[config.mk]
export PLATFORM = sky130hd
export DESIGN_NAME = mmio_uart_tx
export DESIGN_NICKNAME = d
export VERILOG_FILES = /design/src/rtl/uart_pkg.sv /design/src/rtl/sync_fifo.sv /design/src/rtl/mmio_uart_tx.sv
export SDC_FILE = /design/constraint.sdc
export NUM_CORES = 1
export LEC_CHECK = 0
export CAP_MARGIN = 10
export CORE_ASPECT_RATIO = 1.2
export CORE_MARGIN = 3
export CORE_UTILIZATION = 37
export CTS_CLUSTER_SIZE = 25
export DETAILED_ROUTE_END_ITERATION = 10
export PLACE_DENSITY_LB_ADDON = 0.05
export SYNTH_ARGS = -nofsm -noshare
export SYNTH_HDL_FRONTEND = slang
export SYNTH_SLANG_ARGS = --single-unit
[constraint.sdc]
create_clock -name clk -period 2.25 [get_ports clk]
set_input_delay 0.45 -clock clk [delete_from_list [all_inputs] [get_ports clk]]
set_output_delay 0.45 -clock clk [all_outputs]
set_load 0.02 [all_outputs]
[src/rtl/uart_pkg.sv]
// Shared encodings for the memory-mapped UART transmitter.
// No logic; state encoding, register word indices and STATUS bit positions.
package uart_pkg;

  localparam logic [1:0] ENC_IDLE  = 2'd0;
  localparam logic [1:0] ENC_START = 2'd1;
  localparam logic [1:0] ENC_DATA  = 2'd2;
  localparam logic [1:0] ENC_STOP  = 2'd3;

  typedef enum logic [1:0] {
    IDLE  = ENC_IDLE,
    START = ENC_START,
    DATA  = ENC_DATA,
    STOP  = ENC_STOP
  } state_e;

  // Word index within the 8-byte window, i.e. addr[2].
  localparam logic REG_TXDATA = 1'b0;
  localparam logic REG_STATUS = 1'b1;

  localparam int STAT_BUSY    = 0;
  localparam int STAT_FULL    = 1;
  localparam int STAT_EMPTY   = 2;
  localparam int STAT_OVF     = 3;
  localparam int STAT_CNT_LSB = 4;

endpackage

[src/rtl/sync_fifo.sv]
// Single-clock FIFO; write visible on dout one edge after push, dout combinational.
// Push while full is dropped, pop while empty ignored; push+pop on one edge keeps count.
module sync_fifo #(
  parameter int WIDTH = 8,
  parameter int DEPTH = 4
) (
  input  logic                       clk,
  input  logic                       reset,
  input  logic                       push,
  input  logic [WIDTH-1:0]           din,
  input  logic                       pop,
  output logic [WIDTH-1:0]           dout,
  output logic [$clog2(DEPTH):0]     count,
  output logic                       full,
  output logic                       empty
);

  localparam int AW = $clog2(DEPTH);
  localparam int CW = AW + 1;

  logic [WIDTH-1:0] mem_q [DEPTH];
  logic [AW-1:0]    wr_ptr_q, wr_ptr_d;
  logic [AW-1:0]    rd_ptr_q, rd_ptr_d;
  logic [CW-1:0]    count_q, count_d;
  logic             push_ok, pop_ok;

  assign full    = (count_q == CW'(DEPTH));
  assign empty   = (count_q == '0);
  assign count   = count_q;
  assign dout    = mem_q[rd_ptr_q];
  assign push_ok = push && !full;
  assign pop_ok  = pop && !empty;

  always_comb begin
    wr_ptr_d = wr_ptr_q;
    rd_ptr_d = rd_ptr_q;
    count_d  = count_q;
    if (push_ok) wr_ptr_d = wr_ptr_q + AW'(1);
    if (pop_ok)  rd_ptr_d = rd_ptr_q + AW'(1);
    case ({push_ok, pop_ok})
      2'b10:   count_d = count_q + CW'(1);
      2'b01:   count_d = count_q - CW'(1);
      default: count_d = count_q;
    endcase
  end

  always_ff @(posedge clk) begin
    if (reset) begin
      wr_ptr_q <= '0;
      rd_ptr_q <= '0;
      count_q  <= '0;
    end else begin
      wr_ptr_q <= wr_ptr_d;
      rd_ptr_q <= rd_ptr_d;
      count_q  <= count_d;
    end
  end

  // Storage needs no reset: entries are only read once counted.
  always_ff @(posedge clk) begin
    if (push_ok) mem_q[wr_ptr_q] <= din;
  end

endmodule

[src/rtl/mmio_uart_tx.sv]
// Bus-mapped 8N1 UART transmitter; a byte written to an idle, empty block starts its frame next edge.
// Writes to a full FIFO are dropped and latch a sticky overflow flag; the bus never stalls.
module mmio_uart_tx
  import uart_pkg::*;
#(
  parameter logic [31:0] BASE         = 32'h0000_0100,
  parameter int          CLKS_PER_BIT = 4,
  parameter int          DEPTH        = 4
) (
  input  logic        clk,
  input  logic        reset,
  input  logic        we,
  input  logic [31:0] addr,
  input  logic [31:0] dIn,
  output logic [31:0] dOut,
  output logic        sel,
  output logic        tx
);

  localparam int BW = $clog2(CLKS_PER_BIT);
  localparam int CW = $clog2(DEPTH) + 1;

  state_e          state_q, state_d;
  logic [BW-1:0]   baud_q, baud_d;
  logic [2:0]      bit_q, bit_d;
  logic [7:0]      shift_q, shift_d;
  logic            overflow_q, overflow_d;

  logic            wr_txdata, wr_status;
  logic            fifo_pop, fifo_full, fifo_empty;
  logic [7:0]      fifo_dout;
  logic [CW-1:0]   fifo_count;
  logic            baud_end;
  logic            unused_bits;

  assign sel       = (addr[31:3] == BASE[31:3]);
  assign wr_txdata = we && sel && (addr[2] == REG_TXDATA);
  assign wr_status = we && sel && (addr[2] == REG_STATUS);
  assign baud_end  = (baud_q == BW'(CLKS_PER_BIT - 1));
  assign unused_bits = ^{addr[1:0], dIn[31:8]};

  sync_fifo #(
    .WIDTH (8),
    .DEPTH (DEPTH)
  ) u_fifo (
    .clk   (clk),
    .reset (reset),
    .push  (wr_txdata),
    .din   (dIn[7:0]),
    .pop   (fifo_pop),
    .dout  (fifo_dout),
    .count (fifo_count),
    .full  (fifo_full),
    .empty (fifo_empty)
  );

  // A dropped push and a clear can never coincide: they target different words.
  always_comb begin
    overflow_d = overflow_q;
    if (wr_txdata && fifo_full)          overflow_d = 1'b1;
    else if (wr_status && dIn[STAT_OVF]) overflow_d = 1'b0;
  end

  always_comb begin
    dOut = '0;
    if (sel && (addr[2] == REG_STATUS)) begin
      dOut[STAT_BUSY]                  = (state_q != IDLE);
      dOut[STAT_FULL]                  = fifo_full;
      dOut[STAT_EMPTY]                 = fifo_empty;
      dOut[STAT_OVF]                   = overflow_q;
      dOut[STAT_CNT_LSB+3:STAT_CNT_LSB] = 4'(fifo_count);
    end
  end

  always_comb begin
    state_d  = state_q;
    baud_d   = baud_q;
    bit_d    = bit_q;
    shift_d  = shift_q;
    fifo_pop = 1'b0;
    tx       = 1'b1;
    case (state_q)
      IDLE: begin
        baud_d = '0;
        bit_d  = '0;
        if (!fifo_empty) begin
          fifo_pop = 1'b1;
          shift_d  = fifo_dout;
          state_d  = START;
        end
      end
      START: begin
        tx = 1'b0;
        if (baud_end) begin
          baud_d  = '0;
          bit_d   = '0;
          state_d = DATA;
        end else begin
          baud_d = baud_q + BW'(1);
        end
      end
      DATA: begin
        tx = shift_q[0];
        if (baud_end) begin
          baud_d  = '0;
          shift_d = {1'b0, shift_q[7:1]};
          bit_d   = bit_q + 3'd1;
          if (bit_q == 3'd7) state_d = STOP;
        end else begin
          baud_d = baud_q + BW'(1);
        end
      end
      STOP: begin
        if (baud_end) begin
          baud_d = '0;
          // Chain straight into the next start bit when more data is queued.
          if (!fifo_empty) begin
            fifo_pop = 1'b1;
            shift_d  = fifo_dout;
            state_d  = START;
          end else begin
            state_d = IDLE;
          end
        end else begin
          baud_d = baud_q + BW'(1);
        end
      end
      default: state_d = IDLE;
    endcase
  end

  always_ff @(posedge clk) begin
    if (reset) begin
      state_q    <= IDLE;
      baud_q     <= '0;
      bit_q      <= '0;
      shift_q    <= '0;
      overflow_q <= 1'b0;
    end else begin
      state_q    <= state_d;
      baud_q     <= baud_d;
      bit_q      <= bit_d;
      shift_q    <= shift_d;
      overflow_q <= overflow_d;
    end
  end

endmodule

### Word-level counts from Yosys, hierarchy flattened

Memories as Yosys holds them, arrays and structs flattened. A register that Yosys moved wholly into a read port is not among the register bits.
Index checks and enable logic that the tools add are counted.

* logic and storage cells: 79
* memories kept: 1
* output and inout port bits: 34
* memory bits (writable): 32
* input port bits: 67
* register bits: 23

* bitwise logic cells: 1
* muxes and demuxes: 28
* eq/ne operators: 14
* reductions and logical operators: 21
* add/subtract/negate cells: 6

Memories
* u_fifo.mem_q: depth 4, width 8, rd ports 1, clocked after Yosys merged registers in 1, wr ports 1, RTL line sync_fifo.sv:21 `logic [WIDTH-1:0] mem_q [DEPTH];`

Operators with widths (number)
* $eq 29x6->1 const B: 1
* $mux 8: 3
* $pmux 8 s3: 1
* $mux 2: 8
* $ne 2x2->1 const B: 5
* $pmux 3 s3: 1
* $eq 2x2->1 const B: 4
* $logic_and 1x1->1: 8
* $pmux 2 s4: 1
* $mux 1: 7
* $mux 7: 1
* $add 2x1->2 const B: 3
* $add 3x1->3 const B: 2
* $eq 3x3->1 const B: 2
* $mux 3: 2
* $pmux 3 s2: 1
* $reduce_and 3->1: 2
* $reduce_bool 2->1: 3
* $reduce_bool 3->1: 2
* $reduce_and 5->1: 1
* $eq 2x1->1 const B: 2
* $pmux 1 s2: 2
* $pmux 2 s2: 1
* $logic_not 3->1: 1
* 5 further kinds: 6

### Logic depth before layout (Yosys ltp)

* word-level depth: 7
* gate-level depth with buffers: 10
* depth with buffers taken out: 10

### Hierarchy

A second synthesis with hierarchy kept.

* cells, all modules: 237
* area, all modules: 2851.5 um^2

Modules (own cells, without submodules)
* sync_fifo: seq. area each 1141.1 um^2, area an instance 1635.3 um^2, instances 1, cells each 96
* mmio_uart_tx: seq. area each 320.3 um^2, area an instance 1216.2 um^2, instances 1, cells each 141

### Worst setup path before layout

No wires, ideal clock.

* path kind: register to register
* start: reg state_q[0]
* end: reg u_fifo.count_q[2] (netlist: u_fifo.count[2])
* buffers on the path: 0
* setup time: 0.071 ns
* period minus slack after synthesis: 2.360 ns
* stages on the path, launching flop included: 10
* setup slack: -0.110 ns
* data required time: 2.179 ns
* arrival: 2.289 ns
* cells stage by stage: dfxtp_1 > inv_1 > ha_1 > nor3_1 > ha_1 > inv_1 > fa_1 > xor2_1 > or3_1 > a21oi_1

* word-level cells in the longest chain between the ends: 5
* elaborated cells on any way between the ends: 8
* those cells by class: 3 x eq/ne; 2 x mux; 3 x reduce/logical

RTL lines
* start: declaration: RTL line mmio_uart_tx.sv:23 `state_e state_q, state_d;`
* start signal: assignment: RTL line mmio_uart_tx.sv:140 `state_q <= state_d;`
* $eq 2x2->1 / $logic_not 2->1 (equally long branches): RTL line mmio_uart_tx.sv:82 `case (state_q)`
* $pmux 1 s2 *: RTL line mmio_uart_tx.sv:82
* $logic_and 1x1->1 *: RTL line sync_fifo.sv:32 `assign pop_ok = pop && !empty;`
* named net u_fifo.pop_ok: RTL line sync_fifo.sv:25 `logic push_ok, pop_ok;`
* $eq 2x1->1 / $eq 2x2->1 (equally long branches): RTL line sync_fifo.sv:40 `case ({push_ok, pop_ok})`
* $pmux 3 s2 / $reduce_bool 2->1 (equally long branches)
* end signal: assignment: RTL line sync_fifo.sv:55 `count_q <= count_d;`
* end: declaration: RTL line sync_fifo.sv:24 `logic [CW-1:0] count_q, count_d;`

Mark *: on every way through the listed nets, which the timed path passes. The rest lies on a longest branch.
A chain may end at the register's enable or synchronous reset.

### Final worst setup path

* start: in addr[11]
* end: reg u_fifo.count_q[2] (netlist: u_fifo.count[2])

* word-level cells in the longest chain between the ends: 6
* elaborated cells on any way between the ends: 8
* those cells by class: 3 x eq/ne; 1 x mux; 4 x reduce/logical

RTL lines
* start: declaration: RTL line mmio_uart_tx.sv:13 `input logic [31:0] addr,`
* $eq 29x6->1 *: RTL line mmio_uart_tx.sv:36 `assign sel = (addr[31:3] == BASE[31:3]);`
* $logic_and 1x1->1 * (2 in series): RTL line mmio_uart_tx.sv:37 `assign wr_txdata = we && sel && (addr[2] == REG_TXDATA);`
* $logic_and 1x1->1 *: RTL line sync_fifo.sv:31 `assign push_ok = push && !full;`
* $eq 2x1->1 / $eq 2x2->1 (equally long branches): RTL line sync_fifo.sv:40
* $pmux 3 s2 / $reduce_bool 2->1 (equally long branches)

Mark *: on every way between the ends. The rest lies on a longest branch, timed or not.

==> results_dict.tcl <==
set metrics [dict create \
    crit_end "u_fifo.count[2]" \
    syn_inst 233 \
    cts_max_level 3 \
    gp_congestion 0.724 \
    num_antenna_cells 0 \
    fp.dieH_um 103 \
    dr.pass1.iters 4 \
    layout_min_cycle_time_ns 2.25 \
    criticalPathCategory "in -> reg" \
    r2r_start "state_q[0]" \
    rrSetupSlack_ns 0.08 \
    final_antenna_net_count 0 \
    yosysWarnings 0 \
    setup_violations 0 \
    met2_wirelength_um 3080 \
    initial_core_util_pct 39.0 \
    finalWirelength_um 5700 \
    via_per_inst 4.69 \
    startpoint_type "input port" \
    required_ns 2.52 \
    synth_xor_area_share_pct 1.21 \
    grt_first_pass_wirelength_um 9360 \
    pin_count 101 \
    tritoncts "done" \
    synth_top_cell_area_share_pct 33.1 \
    drc_errors 0 \
    vias 1913 \
    top_layer "met4" \
    synthAdderAreaFrac_pct 7.16 \
    layout-drive-gt1-share_pct 34.6 \
    p_leak_uw 0.00142 \
    grt_max_degree 23 \
    rsz0062_at_grt "yes" \
    placed_area_mm2 0.00362 \
    cp.arrival_ns 2.51 \
    dp_hpwl_um 4180 \
    gr-total-overflow 0 \
    worstHoldPathType "reg -> reg" \
    clk_path_buf_depth 2 \
    async_reset_ff_share_pct 0 \
    std_cell_rows 34 \
    end_kind "flip-flop" \
    numPortBuffers 49 \
    wirelength_met1_um 2330 \
    drtIter0Drc 50 \
    tightest_slew_ns 0.568 \
    clockRootBuffer "clkbuf_8" \
    cts_num_sinks 57 \
    power_uw 2330 \
    ys_top_cells_by_area "edfxtp_1 (33%), dfxtp_1 (17%), buf_4 (6.5%)" \
    wl_met3_um 220 \
    synth_top_family_by_area "simple AND/OR/NAND/NOR gates" \
    setup_tns_ns 0 \
    synth_area_leader_cell "edfxtp_1" \
    path_clk_slew_ns 0.07 \
    cp_slowest_stage_delay_ns 0.35 \
    crit_path_frequent_cell "nor4_4" \
    reg2reg_to "u_fifo.count[2]" \
    worstSkewPairLatency_ns 0.33 \
    drv_slew 0 \
    p_per_area_mw_per_mm2 601 \
    coreArea_mm2 0.00744 \
    synth_mux_area_share_pct 10.4 \
    grt_pass1_vias 1949 \
    worst_slew_margin_rel_pct 61.9 \
    die-width_um 86.8 \
    cp_slowest_cell "nor4_4" \
    avgRoutedWirePerCell_um 14.0 \
    synth_compound_area_share_pct 5.52 \
    ir_worst_vdd_v 0.000488 \
    cts_buffers 9 \
    synthSimpleGateAreaFrac_pct 16.0 \
    syn_area_mm2 0.00290 \
    synth-edff-count 32 \
    grt_util_all_layers_pct 13.7 \
    critPathMaxFanout 3 \
    drv_cap 0 \
    antenna_found_initial 0 \
    startpoint "addr[11]" \
    reg2reg_depth 10 \
    cp_cell_sequence "dlygate4sd2_1 > nor4_4 > nand4_1 > nor4_4 > inv_1 > ha_2 > inv_2 > fa_2 > xor2_2 > or3_1 > a21oi_1" \
    final_area_mm2 0.00387 \
    die_area_mm2 0.00894 \
    period_share_pct 99.9 \
    max_freq_mhz 445 \
    status "finished, final reports clean" \
    synth.distinct_cells 43 \
    avgSynthCellArea_um2 12.5 \
    yosysSeqAreaShare_pct 50.4 \
    synthFlopType "edfxtp_1" \
    syn_to_final_growth_pct 33.5 \
    synth_seq_cells 57 \
    nets 396 \
    finalHoldViolCount 0 \
    skew_ns 0.00603 \
]
-- area by class of cell --
cell class	instances	area (um^2)
Clock inverter	7	53.8
Clock buffer	9	124
Inverter	12	45.0
Timing Repair Buffer	79	716
Multi-Input combinational cell	154	1360
Tap cell	90	113
Fill cell	704	3570
Sequential cell	57	1460
-- logic make-up after synthesis --
logic type,Yosys count
AO/OA/AOI/OAI,23
XOR/XNOR,4
adder cells (fa/ha/maj),16
buffers and inverters,46
flip-flops,57
multiplexers,20
other,1
AND/OR/NAND/NOR,66
-- cell usage after synthesis (4+ instances only) --
cell and n:
edfxtp_1 32, buf_4 25, dfxtp_1 25, nor2_1 21, ha_1 15, inv_1 12, mux2i_1 11, a211oi_1 10
and2_1 10, mux4_2 8, a21oi_1 6, clkbuf_1 6, nand2_1 5, nor3_1 5, nor4_4 4
-- per-stage QoR --
step / hold slack, ns / setup WS (ns) / util, % / cells
after floorplan: 0.405 / -0.0960 / - / 257
after global placement: 0.425 / -0.711 / 48.6 / 387
after detailed placement: 0.433 / -0.736 / 48.6 / 387
after CTS: 0.443 / 0.000796 / 51.3 / 404
after global routing: 0.452 / -0.0879 / 52.1 / 408
final: 0.433 / 0.00234 / 52.1 / 408
-- layout by cell type (no fill, tap or decap), types with 3 or more instances in the layout --
cell and instances:
and2_4 6, dfxtp_1 23, buf_4 24, inv_1 11, and2_1 4, edfxtp_1 32, mux2i_1 11, mux4_2 8
ha_1 13, buf_12 4, clkdlybuf4s15_1 5, conb_1 25, nor2_1 21, nor4_4 6, nand2_1 5, dlygate4sd2_1 5
buf_2 10, buf_6 15, clkbuf_2 4, clkdlybuf4s50_1 10, nor3_1 3, clkbuf_8 9, a211oi_1 10, a21oi_1 5
-- state kept, by name (all words and copies together), names as in the netlist, named ones only --
signal	cells
baud_q	2
u_fifo.mem_q	32
u_fifo.wr_ptr_q	2
u_fifo.count	3
overflow_q	1
shift_q	8
u_fifo.rd_ptr_q	2
state_q	2
bit_q	3
-- layer usage --
layer	vias to the layer above	global-route usage (%)
met2	35	23.4
met4	0	4.80
met5	-	0
li1	955	-
met3	8	4.80
met1	915	16.0
-- worst min path at each step --
stage / end / slack (ns) / start / depth (start not counted)
floorplan: baud_q[0] / 0.41 / baud_q[0] / 1
global placement: baud_q[0] / 0.42 / baud_q[0] / 1
detailed placement: baud_q[0] / 0.43 / baud_q[0] / 1
CTS: baud_q[0] / 0.44 / baud_q[0] / 1
global route: baud_q[0] / 0.45 / baud_q[0] / 1
finish: baud_q[0] / 0.43 / baud_q[0] / 1
-- what timing repair did --
item	in CTS	in global routing
hold buffers	0	0
setup buffers	3	4
pin swaps	17	15
resized for setup	153	14
setup endpoints to repair	44	9
-- where the power goes --
part           switching (uW)  internal [uW]
combinational             194            163
clock                     443            406
sequential               7.75           1110
-- critical path, delay by kind of cell --
family,cells,cell delay (ns)
compound gates,1,0.14
xor+xnor,1,0.06
fa+ha+maj,2,0.41
simple gates,4,1.05
buf+inv,3,0.40
Note: power is estimated with default switching activity, not from simulation.
